File: src/rtl/pc_next_unit_pkg.sv
// Shared constants for the program-counter unit: B-type funct3 encodings and FSM states.
package pc_pkg;

  localparam logic [2:0] F3_BEQ  = 3'b000;
  localparam logic [2:0] F3_BNE  = 3'b001;
  localparam logic [2:0] F3_BLT  = 3'b100;
  localparam logic [2:0] F3_BGE  = 3'b101;
  localparam logic [2:0] F3_BLTU = 3'b110;
  localparam logic [2:0] F3_BGEU = 3'b111;

  typedef enum logic [1:0] {
    BOOT  = 2'd0,
    RUN   = 2'd1,
    FLUSH = 2'd2
  } pc_state_e;

endpackage

File: src/rtl/pc_next_unit_branch_cond.sv
// Resolves the B-type branch condition from funct3 and the ALU compare flags.
module branch_cond
  import pc_pkg::*;
(
  input  logic [2:0] funct3,
  input  logic       zero,
  input  logic       lt,
  input  logic       ltu,
  output logic       cond
);

  always_comb begin
    cond = 1'b0;
    case (funct3)
      F3_BEQ:  cond = zero;
      F3_BNE:  cond = ~zero;
      F3_BLT:  cond = lt;
      F3_BGE:  cond = ~lt;
      F3_BLTU: cond = ltu;
      F3_BGEU: cond = ~ltu;
      default: cond = 1'b0;
    endcase
  end

endmodule

File: src/rtl/pc_next_unit.sv
// Registered PC with next-PC selection (seq/branch/JAL/JALR), stall hold, boot cycle and flush pulse.
// Optional build macro MISALIGN_TRAP_EN redirects misaligned targets to TRAP_VEC and pulses misaligned.
module pc_next_unit
  import pc_pkg::*;
#(
  parameter int              XLEN     = 32,
  parameter logic [XLEN-1:0] RESET_PC = '0,
  parameter int              INC      = 4
`ifdef MISALIGN_TRAP_EN
  ,
  parameter logic [XLEN-1:0] TRAP_VEC = XLEN'('h4)
`endif
) (
  input  logic            clk,
  input  logic            reset,
  input  logic            stall,
  input  logic            branch,
  input  logic            jump,
  input  logic            jalr,
  input  logic [2:0]      funct3,
  input  logic            zero,
  input  logic            lt,
  input  logic            ltu,
  input  logic [XLEN-1:0] imm,
  input  logic [XLEN-1:0] rs1,
  output logic [XLEN-1:0] pc,
  output logic [XLEN-1:0] pc_plus,
  output logic            pc_valid,
  output logic            flush,
  output logic            taken,
  output logic            misaligned,
  output pc_state_e       dbg_state
);

  localparam logic [XLEN-1:0] INC_W = XLEN'(INC);

  pc_state_e       state_q, state_d;
  logic [XLEN-1:0] pc_q, pc_d;
  logic [XLEN-1:0] pc_inc, br_target, jalr_sum, target, redirect_pc;
  logic            cond, redirect_req;

  branch_cond u_branch_cond (
    .funct3 (funct3),
    .zero   (zero),
    .lt     (lt),
    .ltu    (ltu),
    .cond   (cond)
  );

  assign pc_inc    = pc_q + INC_W;
  assign br_target = pc_q + imm;
  assign jalr_sum  = rs1 + imm;
  // JALR clears bit 0; JAL and branches share the pc-relative adder.
  assign target    = jalr ? (jalr_sum & ~XLEN'(1)) : br_target;

  assign redirect_req = jalr | jump | (branch & cond);
  assign taken        = (state_q != BOOT) & ~stall & redirect_req;

`ifdef MISALIGN_TRAP_EN
  logic target_mis, mis_q;
  assign target_mis  = |target[1:0];
  assign redirect_pc = target_mis ? TRAP_VEC : target;

  always_ff @(posedge clk or posedge reset) begin
    if (reset) mis_q <= 1'b0;
    else       mis_q <= taken & target_mis;
  end
  assign misaligned = mis_q;
`else
  assign redirect_pc = target;
  assign misaligned  = 1'b0;
`endif

  always_comb begin
    pc_d = pc_q;
    if (taken)                             pc_d = redirect_pc;
    else if ((state_q != BOOT) && !stall)  pc_d = pc_inc;
  end

  always_comb begin
    state_d = state_q;
    if (!stall) begin
      case (state_q)
        BOOT:    state_d = RUN;
        RUN:     state_d = taken ? FLUSH : RUN;
        FLUSH:   state_d = taken ? FLUSH : RUN;
        default: state_d = BOOT;
      endcase
    end
  end

  always_ff @(posedge clk or posedge reset) begin
    if (reset) begin
      pc_q    <= RESET_PC;
      state_q <= BOOT;
    end else begin
      pc_q    <= pc_d;
      state_q <= state_d;
    end
  end

  assign pc        = pc_q;
  assign pc_plus   = pc_inc;
  assign pc_valid  = (state_q != BOOT);
  assign flush     = (state_q == FLUSH);
  assign dbg_state = state_q;

endmodule
File: config.mk
export PLATFORM = sky130hd
export DESIGN_NAME = pc_next_unit
export DESIGN_NICKNAME = d
export VERILOG_FILES = /design/src/rtl/pc_next_unit_pkg.sv /design/src/rtl/pc_next_unit_branch_cond.sv /design/src/rtl/pc_next_unit.sv
export SDC_FILE = /design/constraint.sdc
export NUM_CORES = 1
export LEC_CHECK = 0
export CORE_MARGIN = 5
export CORE_UTILIZATION = 57
export CTS_BUF_LIST = sky130_fd_sc_hd__clkbuf_4 sky130_fd_sc_hd__clkbuf_8
export DETAILED_ROUTE_END_ITERATION = 16
export PLACE_DENSITY = 0.9
export SLEW_MARGIN = 20
export SYNTH_ARGS = -nofsm -noshare
export SYNTH_HDL_FRONTEND = slang
export SYNTH_HIERARCHICAL = 1
export SYNTH_SLANG_ARGS = --single-unit
export TNS_END_PERCENT = 100
File: constraint.sdc
create_clock -name clk -period 6.9 [get_ports clk]
set_input_delay 1.035 -clock clk [delete_from_list [all_inputs] [get_ports clk]]
set_output_delay 1.035 -clock clk [all_outputs]
set_load 0.03 [all_outputs]
-- After elaboration in Yosys (flattened, before gate mapping)
Cells that the tools add are included.
- flip-flop bits (word level): 34
- input port bits: 76
- output and inout port bits: 70
- word-level logic and storage cells: 34
- $add $sub $neg: 3
- eq/ne operators: 7
- multiplexer cells: 6
- bitwise operators: 9
- reduce and logical (&&, ||, !) cells: 7
- operators with widths (operator ; number):
    $mux 32 ; 3
    $add 32x32->32 ; 2
    $add 32x3->32 const B ; 1
    $eq 3x3->1 const B ; 4
    $pmux 1 s6 ; 1
    $not 1->1 ; 4
    $pmux 2 s2 ; 1
    $reduce_bool 2->1 ; 2
    $and 1x1->1 ; 3
    $eq 3x1->1 const B ; 1
    $logic_not 3->1 ; 1
    $eq 2x1->1 const B ; 1
    $eq 2x2->1 const B ; 1
    $logic_not 2->1 ; 1
    $mux 2 ; 1
    $or 1x1->1 ; 2
    $reduce_or 2->1 ; 1
    $logic_and 1x1->1 ; 1
    $logic_not 1->1 ; 1

-- Depth between registers and ports, before layout
Gate-level depths: netlist of run 1.
- depth in word-level cells: 7
- mapped depth: 12
- mapped depth without buffers: 11

-- Modules after synthesis
The synthesis of run 1 kept the hierarchy.
- modules (own cells, without submodules) (module ; times used ; cells an instance ; area each (um2) ; seq. area each (um2)):
    pc_next_unit ; 1 ; 831 ; 6014.5 ; 850.8
    branch_cond ; 1 ; 5 ; 40.0 ; 0.0

-- Least setup slack after synthesis of run 1
OpenSTA, ideal clock, no wires.
- kind: reg-to-output
- start point: register pc_q[2] (netlist: pc[2])
- end point: output port pc_plus[24]
- arrival time: 2.455 ns
- data required time: 5.865 ns
- setup slack: 3.410 ns
- stages on the path, launching flop included: 8
- buffers on the path: 1
- cells stage by stage: dfrtp_1 -> ha_1 -> and4_1 -> clkbuf_1 -> nand4_1 -> nor2_1 -> and3_1 -> xor2_1
- cells in the longest elaborated chain, start to end: 1
- RTL lines (item ; RTL line ; source):
    from (decl) ; pc_next_unit.sv:38 ; logic [XLEN-1:0] pc_q, pc_d;
    from (signal assigned) ; pc_next_unit.sv:97 ; pc_q <= pc_d;
    $add 32x3->32 ; pc_next_unit.sv:50 ; assign pc_inc = pc_q + INC_W;
    to (decl) ; pc_next_unit.sv:27 ; output logic [XLEN-1:0] pc_plus,
Every way passes these cells.

-- Final worst setup path of run 1
- start point: input port funct3[1]
- end point: output port taken
- cells in the longest elaborated chain, start to end: 5
- elaborated cells on any way between the ends: 10
- those cells by class: eq/ne: 5; mux: 1; bitwise: 3; reduce/logical: 1
- RTL lines (item ; RTL line ; source):
    from (decl) ; pc_next_unit.sv:20 ; input logic [2:0] funct3,
    $eq 3x3->1, or another cell as far along ; pc_next_unit_branch_cond.sv:14 ; case (funct3)
    $pmux 1 s6 * ; pc_next_unit_branch_cond.sv:14 ;
    via cond ; pc_next_unit.sv:40 ; logic cond, redirect_req;
    $and 1x1->1 * ; pc_next_unit.sv:56 ; assign redirect_req = jalr | jump | (branch & cond);
    $or 1x1->1 * ; pc_next_unit.sv:56 ;
    $and 1x1->1 * ; pc_next_unit.sv:57 ; assign taken = (state_q != BOOT) & ~stall & redirect_req;
    to (decl) ; pc_next_unit.sv:30 ; output logic taken,
The timed path passes the listed nets; every way through them passes the cells marked *.

==> results.ini, run 1 <==
[timing]
slew_headroom=0.327
post-route-period-util=0.695
slew_viol_final=0
fin_crit_ps=4790
hold_viol=0
clock.fmax_ghz=0.209
tightest_slew_ps=1010
setup_viol=0
final.setup_skew_ps=8.57
finalSetupTns_ps=0
holdWs_ps=558
rsz0062_at_grt=no

[global_routing]
globalRouteTotalUtil=0.338
grt_overflow_total=0
grt_pass1_wl_um=35100
grt_pass1_vias=6709
grt_max_degree=44
antenna_found_initial=0

[cells_and_area]
fin_nets=1094
fin_util=0.740
stdcell_area_um2=7640
diodes=0
nFillCells=893
areaGrowthSynthToFinish_pct=26.2
drive_gt1_frac=0.0315
instances_no_fill=1088
multiInputGateArea_um2=4940
ff_latch_area_um2=851

[job]
drv_cap=0

[detailed_routing]
wl_per_cell_um=20.5
drc=0
drt-pass1-iter-count=6
drtIter0Drc=974
wirelength_um=22300
dr_total_vias=7308
viasPerCell=6.72
drt.antenna.violating_nets=0

[yosys]
ys_seq_area_frac=0.141
postSynthCellCount=836
synth_edf_count=0
synth_top_area_cell=dfrtp_1
synth_area_leaders=dfrtp_1 14%, ha_1 13%, xnor2_1 7.1%
synth.cell_area_um2=6050
synth_top_area_share=0.141
synth-seq-cells=34
synth_flop_cell=dfrtp_1
synth_nets=979
synthArstFlopShare=1.00
avgSynthCellArea_um2=7.24
yosysWarnings=6
ys_types=72

[clocking]
cts_hold_buf=0
clk_latency_ps=290
clockBufferDepth=2
clk_root_buffer_cell=clkbuf_8
path_clk_slew_ps=70
cts.htree.levels=2
cts_resized=0
clock-sinks=34
numCtsBuffers=5
cts_setup_buffers=0
cts_tree=yes

[power_and_ir_drop]
powerDensity_nw_per_um2=405
worst_ir_drop_vdd_uv=244
p_leak_nw=3.20
intPower_mw=1.37
combPwrFrac=0.785
seqPwrFrac=0.161
clkPwrFrac=0.054
power.switching_mw=1.73
switching_share=0.557

[floorplanning]
ios=146
die_h_um=113
num_rows=37
start_util=0.586
core-area_um2=10300
die_x_um=113
die-area_um2=12800

[place]
place_area_um2=7540
place_congestion=1.03
portBuffers=144
dp_cells=1080
dp_hpwl_um=17800

[setup_path]
cp.arrival_ps=3760
start_kind=primary input
crit_required_ps=5860
timing_worst_setup_path_type=primary input to primary output
cp_max_fo=28
crit_path_end_kind=primary output

[hold_path]
hold_path.class=flip-flop to flip-flop

[run_status]
outcome=finished clean

[through the flow]
step | setup WS [ps] | power [mW]
finish | 2110 | 3.09
global route | 1960 | 3.28
CTS | 2150 | 3.03
detailed placement | 2130 | 2.86
global placement | 2270 | 2.84
floorplan | 3410 | 2.06
[cell usage after synthesis, types with 3 or more instances]
master      n
a31oi_1    15
nand4_1    22
and3_1     15
o211ai_1    7
xnor2_1    49
nor3_1     19
o22ai_1     4
a211oi_1   19
ha_1       65
nand3_1    27
a41oi_1     3
a32oi_1     4
nand2_1    76
a2111oi_0   4
and2_1      5
a22o_1      3
o31ai_1     7
and4_1      5
a21oi_1    75
nor2_1     69
mux2i_1    10
nor4_1      7
inv_1      25
a211o_1     5
o21a_1     11
or3_1       3
clkbuf_1   36
a311oi_1    4
a21o_1     36
xor2_1     19
mux2_2      3
o21bai_1    8
nand2b_1    7
a221oi_1    6
o21ai_0    75
dfrtp_1    34
nor2b_1     5
buf_4       4
[cells by family (layout without fill, tap and decap cells)]
kind of cell / count (synthesis) / in the layout / share of synthesized area
buffers and inverters: 68 / 184 / 0.0446
and+or+nand+nor: 268 / 268 / 0.212
other: 1 / 1 / 0.000619
AOI/OAI and AO/OA: 317 / 317 / 0.341
muxes: 13 / 13 / 0.0221
xor gates and xnor gates: 68 / 68 / 0.0984
adders and majority gates: 67 / 67 / 0.141
DFF: 34 / 34 / 0.141
[power groups by stage]
| stage | clock network, mW | registers, mW | logic [mW] |
|---|---|---|---|
| after floorplan | 0 | 0.616 | 1.44 |
| after global placement | 0 | 0.485 | 2.36 |
| after detailed placement | 0 | 0.488 | 2.37 |
| after CTS | 0.164 | 0.485 | 2.38 |
| after global routing | 0.173 | 0.515 | 2.59 |
| final | 0.166 | 0.498 | 2.43 |
[final timing paths]
| kind | depth (start not counted) | endpoint | startpoint | slack [ps] |
|---|---|---|---|---|
| hold reg to reg | 2 | dbg_state[0] | dbg_state[0] | 560 |
| min in group asynchronous | 3 | pc[1] | reset | 1160 |
| hold / removal | 2 | dbg_state[0] | dbg_state[0] | 560 |
| setup reg to reg | 9 | pc[23] | pc[3] | 3560 |
| max in group asynchronous | 3 | pc[28] | reset | 5400 |
| setup / recovery | 9 | taken | funct3[1] | 2110 |
[placed cells by master, fill, tap and decap left out, types with 18 or more instances in the layout]
| cell | instances |
|---|---|
| a211oi_1 | 18 |
| nand4_1 | 22 |
| nand2_1 | 76 |
| dfrtp_1 | 34 |
| nor3_1 | 19 |
| inv_1 | 25 |
| xnor2_1 | 49 |
| a21o_1 | 36 |
| a21oi_1 | 75 |
| nor2_1 | 69 |
| xor2_1 | 19 |
| o21ai_0 | 75 |
| ha_1 | 65 |
| nand3_1 | 27 |
| clkdlybuf4s50_1 | 144 |
[worst max-delay path: stages]
cell and delay (ps):
clkdlybuf4s50_1 500, mux2i_1 260, xnor2_1 140, a21o_1 170, a211o_1 130, buf_4 320, nand2_1 280, inv_1 220
clkdlybuf4s50_1 700
[layer usage]
metal / wire length, um / global-route usage
met1: 9410 / 0.486
met5: 0 / 0
met2: 9430 / 0.508
met3: 3030 / 0.0845
met4: 444 / 0.0777
[cell type report]
class / count / share of cell area
well taps: 136 / 0.0223
clock inverters: 1 / 0.000655
repair buffers: 150 / 0.195
flip-flops and latches: 34 / 0.111
clock buffers: 7 / 0.0118
inverters: 26 / 0.0128
multi-input cells: 734 / 0.647
[flip-flops by register name, summed over array words and instances (netlist names)]
| register | flops |
|---|---|
| pc | 32 |
| dbg_state | 2 |
No activity file was read; power rests on OpenSTA's default activity.
==> run 2, diff against run 1 <==
--- a/config.mk
+++ b/config.mk
@@ -6,10 +6,10 @@
 export NUM_CORES = 1
 export LEC_CHECK = 0
 export CORE_MARGIN = 5
-export CORE_UTILIZATION = 57
+export CORE_UTILIZATION = 53
 export CTS_BUF_LIST = sky130_fd_sc_hd__clkbuf_4 sky130_fd_sc_hd__clkbuf_8
 export DETAILED_ROUTE_END_ITERATION = 16
-export PLACE_DENSITY = 0.9
+export PLACE_DENSITY = 0.85
 export SLEW_MARGIN = 20
 export SYNTH_ARGS = -nofsm -noshare
 export SYNTH_HDL_FRONTEND = slang
==> constraint.sdc (replaced) <==
create_clock -name clk -period 4.7 [get_ports clk]
set_input_delay 0.705 -clock clk [delete_from_list [all_inputs] [get_ports clk]]
set_output_delay 0.705 -clock clk [all_outputs]
set_load 0.03 [all_outputs]
==> results.ini, run 2 (synthesized netlist as in run 1, its figures left out) <==
[place]
place_area_um2=7560
place_congestion=1.05
portBuffers=144
dp_hpwl_um=17700

[timing]
finalSetupTns_ps=0
hold_viol=0
tightest_slew_ps=987
final.setup_skew_ps=6.75
fin_crit_ps=4160
slew_headroom=0.340
clock.fmax_ghz=0.241
post-route-period-util=0.884
setup_viol=0
slew_viol_final=0
rsz0062_at_grt=no

[cells_and_area]
fin_nets=1095
ff_latch_area_um2=851
multiInputGateArea_um2=4940
drive_gt1_frac=0.0336
largest_reg_flops=32
diodes=0
nFillCells=1023
stdcell_area_um2=7670
final_common_cell=clkdlybuf4s50_1
areaGrowthSynthToFinish_pct=26.6
final_cell_mix=143 x clkdlybuf4s50_1, 76 x nand2_1, 75 x o21ai_0, 75 x a21oi_1, 69 x nor2_1

[power_and_ir_drop]
clkPwrFrac=0.062
power.switching_mw=2.53
intPower_mw=2.04
seqPwrFrac=0.161
switching_share=0.554
powerDensity_nw_per_um2=596
combPwrFrac=0.777
worst_ir_drop_vdd_uv=387
total_power_mw=4.57
p_leak_nw=3.21

[floorplanning]
die-area_um2=13700
start_util=0.535
die_x_um=117
core-area_um2=11300
die_h_um=117
num_rows=39
ios=146

[setup_path]
crit_required_ps=3990
start_kind=flip-flop
cp.arrival_ps=3450
slowest_stage=clkdlybuf4s50_1
cp_max_fo=9
path_cells=ha_1, and4_1, nand4_1, nor2_1, and3_1, xor2_1, clkdlybuf4s50_1
timing_worst_setup_path_type=flip-flop to primary output
crit_path_end_kind=primary output
critPathMaxStageDelay_ps=720

[clocking]
cts_tree=yes
clk_root_buffer_cell=clkbuf_8
numCtsBuffers=5
cts.htree.levels=2
cts_hold_buf=0
clockBufferDepth=2
cts_setup_buffers=0
cts_resized=0
clk_latency_ps=300
path_clk_slew_ps=80
clock-sinks=34

[global_routing]
grt_max_degree=35
grt_pass1_vias=6381
globalRouteTotalUtil=0.317
antenna_found_initial=1
grt_pass1_wl_um=33900
grt_overflow_total=0

[detailed_routing]
drc=0
drt.antenna.violating_nets=0
wl_per_cell_um=20.3
drtIter0Drc=811
viasPerCell=6.55
dr_total_vias=7174
wirelength_um=22300
drt-pass1-iter-count=9

[job]
drv_cap=0

[run_status]
outcome=finished clean

[hold_path]
hold_path.class=flip-flop to flip-flop

-- run 2: cell type report --
class	instances	area share
inverter	26	0.0127
multi-input combinational	734	0.644
sequential	34	0.111
tap	143	0.0233
clock buffer	5	0.00898
clock inverter	3	0.00522
timing repair buffer	151	0.195
-- run 2: power groups by stage --
| stage | Sequential (mW) | Clock [mW] | Combinational [mW] |
|---|---|---|---|
| 4_1_cts | 0.719 | 0.280 | 3.49 |
| 2_1_floorplan | 0.904 | 0 | 2.11 |
| 5_1_grt | 0.760 | 0.292 | 3.79 |
| 3_3_place_gp | 0.722 | 0 | 3.43 |
| 3_5_place_dp | 0.723 | 0 | 3.47 |
| 6_report | 0.734 | 0.284 | 3.55 |
-- run 2: worst max-delay path, delay by kind of cell, from the launching register on --
kind,cells,cell delay (ps)
xor+xnor,1,240
buf+inv,1,720
fa+ha+maj,1,310
flops,1,530
simple gates,4,1360
-- run 2: per-layer routing --
layer  GRT usage  share of wire
met3       0.110           0.14
met5           0              0
met2       0.484           0.44
met1       0.439           0.41
met4      0.0550          0.015
-- run 2: stage by stage --
step / setup WS (ps) / cells / util / hold WS (ps)
5_1_grt: 333 / 1096 / 0.677 / 623
2_1_floorplan: 1540 / 836 / - / 683
3_3_place_gp: 911 / 1088 / 0.668 / 542
3_5_place_dp: 775 / 1088 / 0.668 / 560
6_report: 544 / 1096 / 0.677 / 570
4_1_cts: 599 / 1096 / 0.677 / 579
-- run 2: final timing paths --
check	slack, ps	startpoint	depth (start not counted)	end
worst max-delay path	540	pc[2]	7	pc_plus[24]
worst max register to register	1510	pc[2]	9	pc[24]
worst min-delay path	570	dbg_state[0]	2	dbg_state[0]
worst min register to register	570	dbg_state[0]	2	dbg_state[0]
min in group asynchronous	810	reset	3	dbg_state[0]
max in group asynchronous	3540	reset	3	pc[27]
==> run 3, diff against run 2 <==
--- a/config.mk
+++ b/config.mk
@@ -5,6 +5,7 @@
 export SDC_FILE = /design/constraint.sdc
 export NUM_CORES = 1
 export LEC_CHECK = 0
+export CAP_MARGIN = 20
 export CORE_MARGIN = 5
 export CORE_UTILIZATION = 53
 export CTS_BUF_LIST = sky130_fd_sc_hd__clkbuf_4 sky130_fd_sc_hd__clkbuf_8
==> results of run 3 <==
Same layout as run 2: the final DEF is identical, and so are final timing and power.
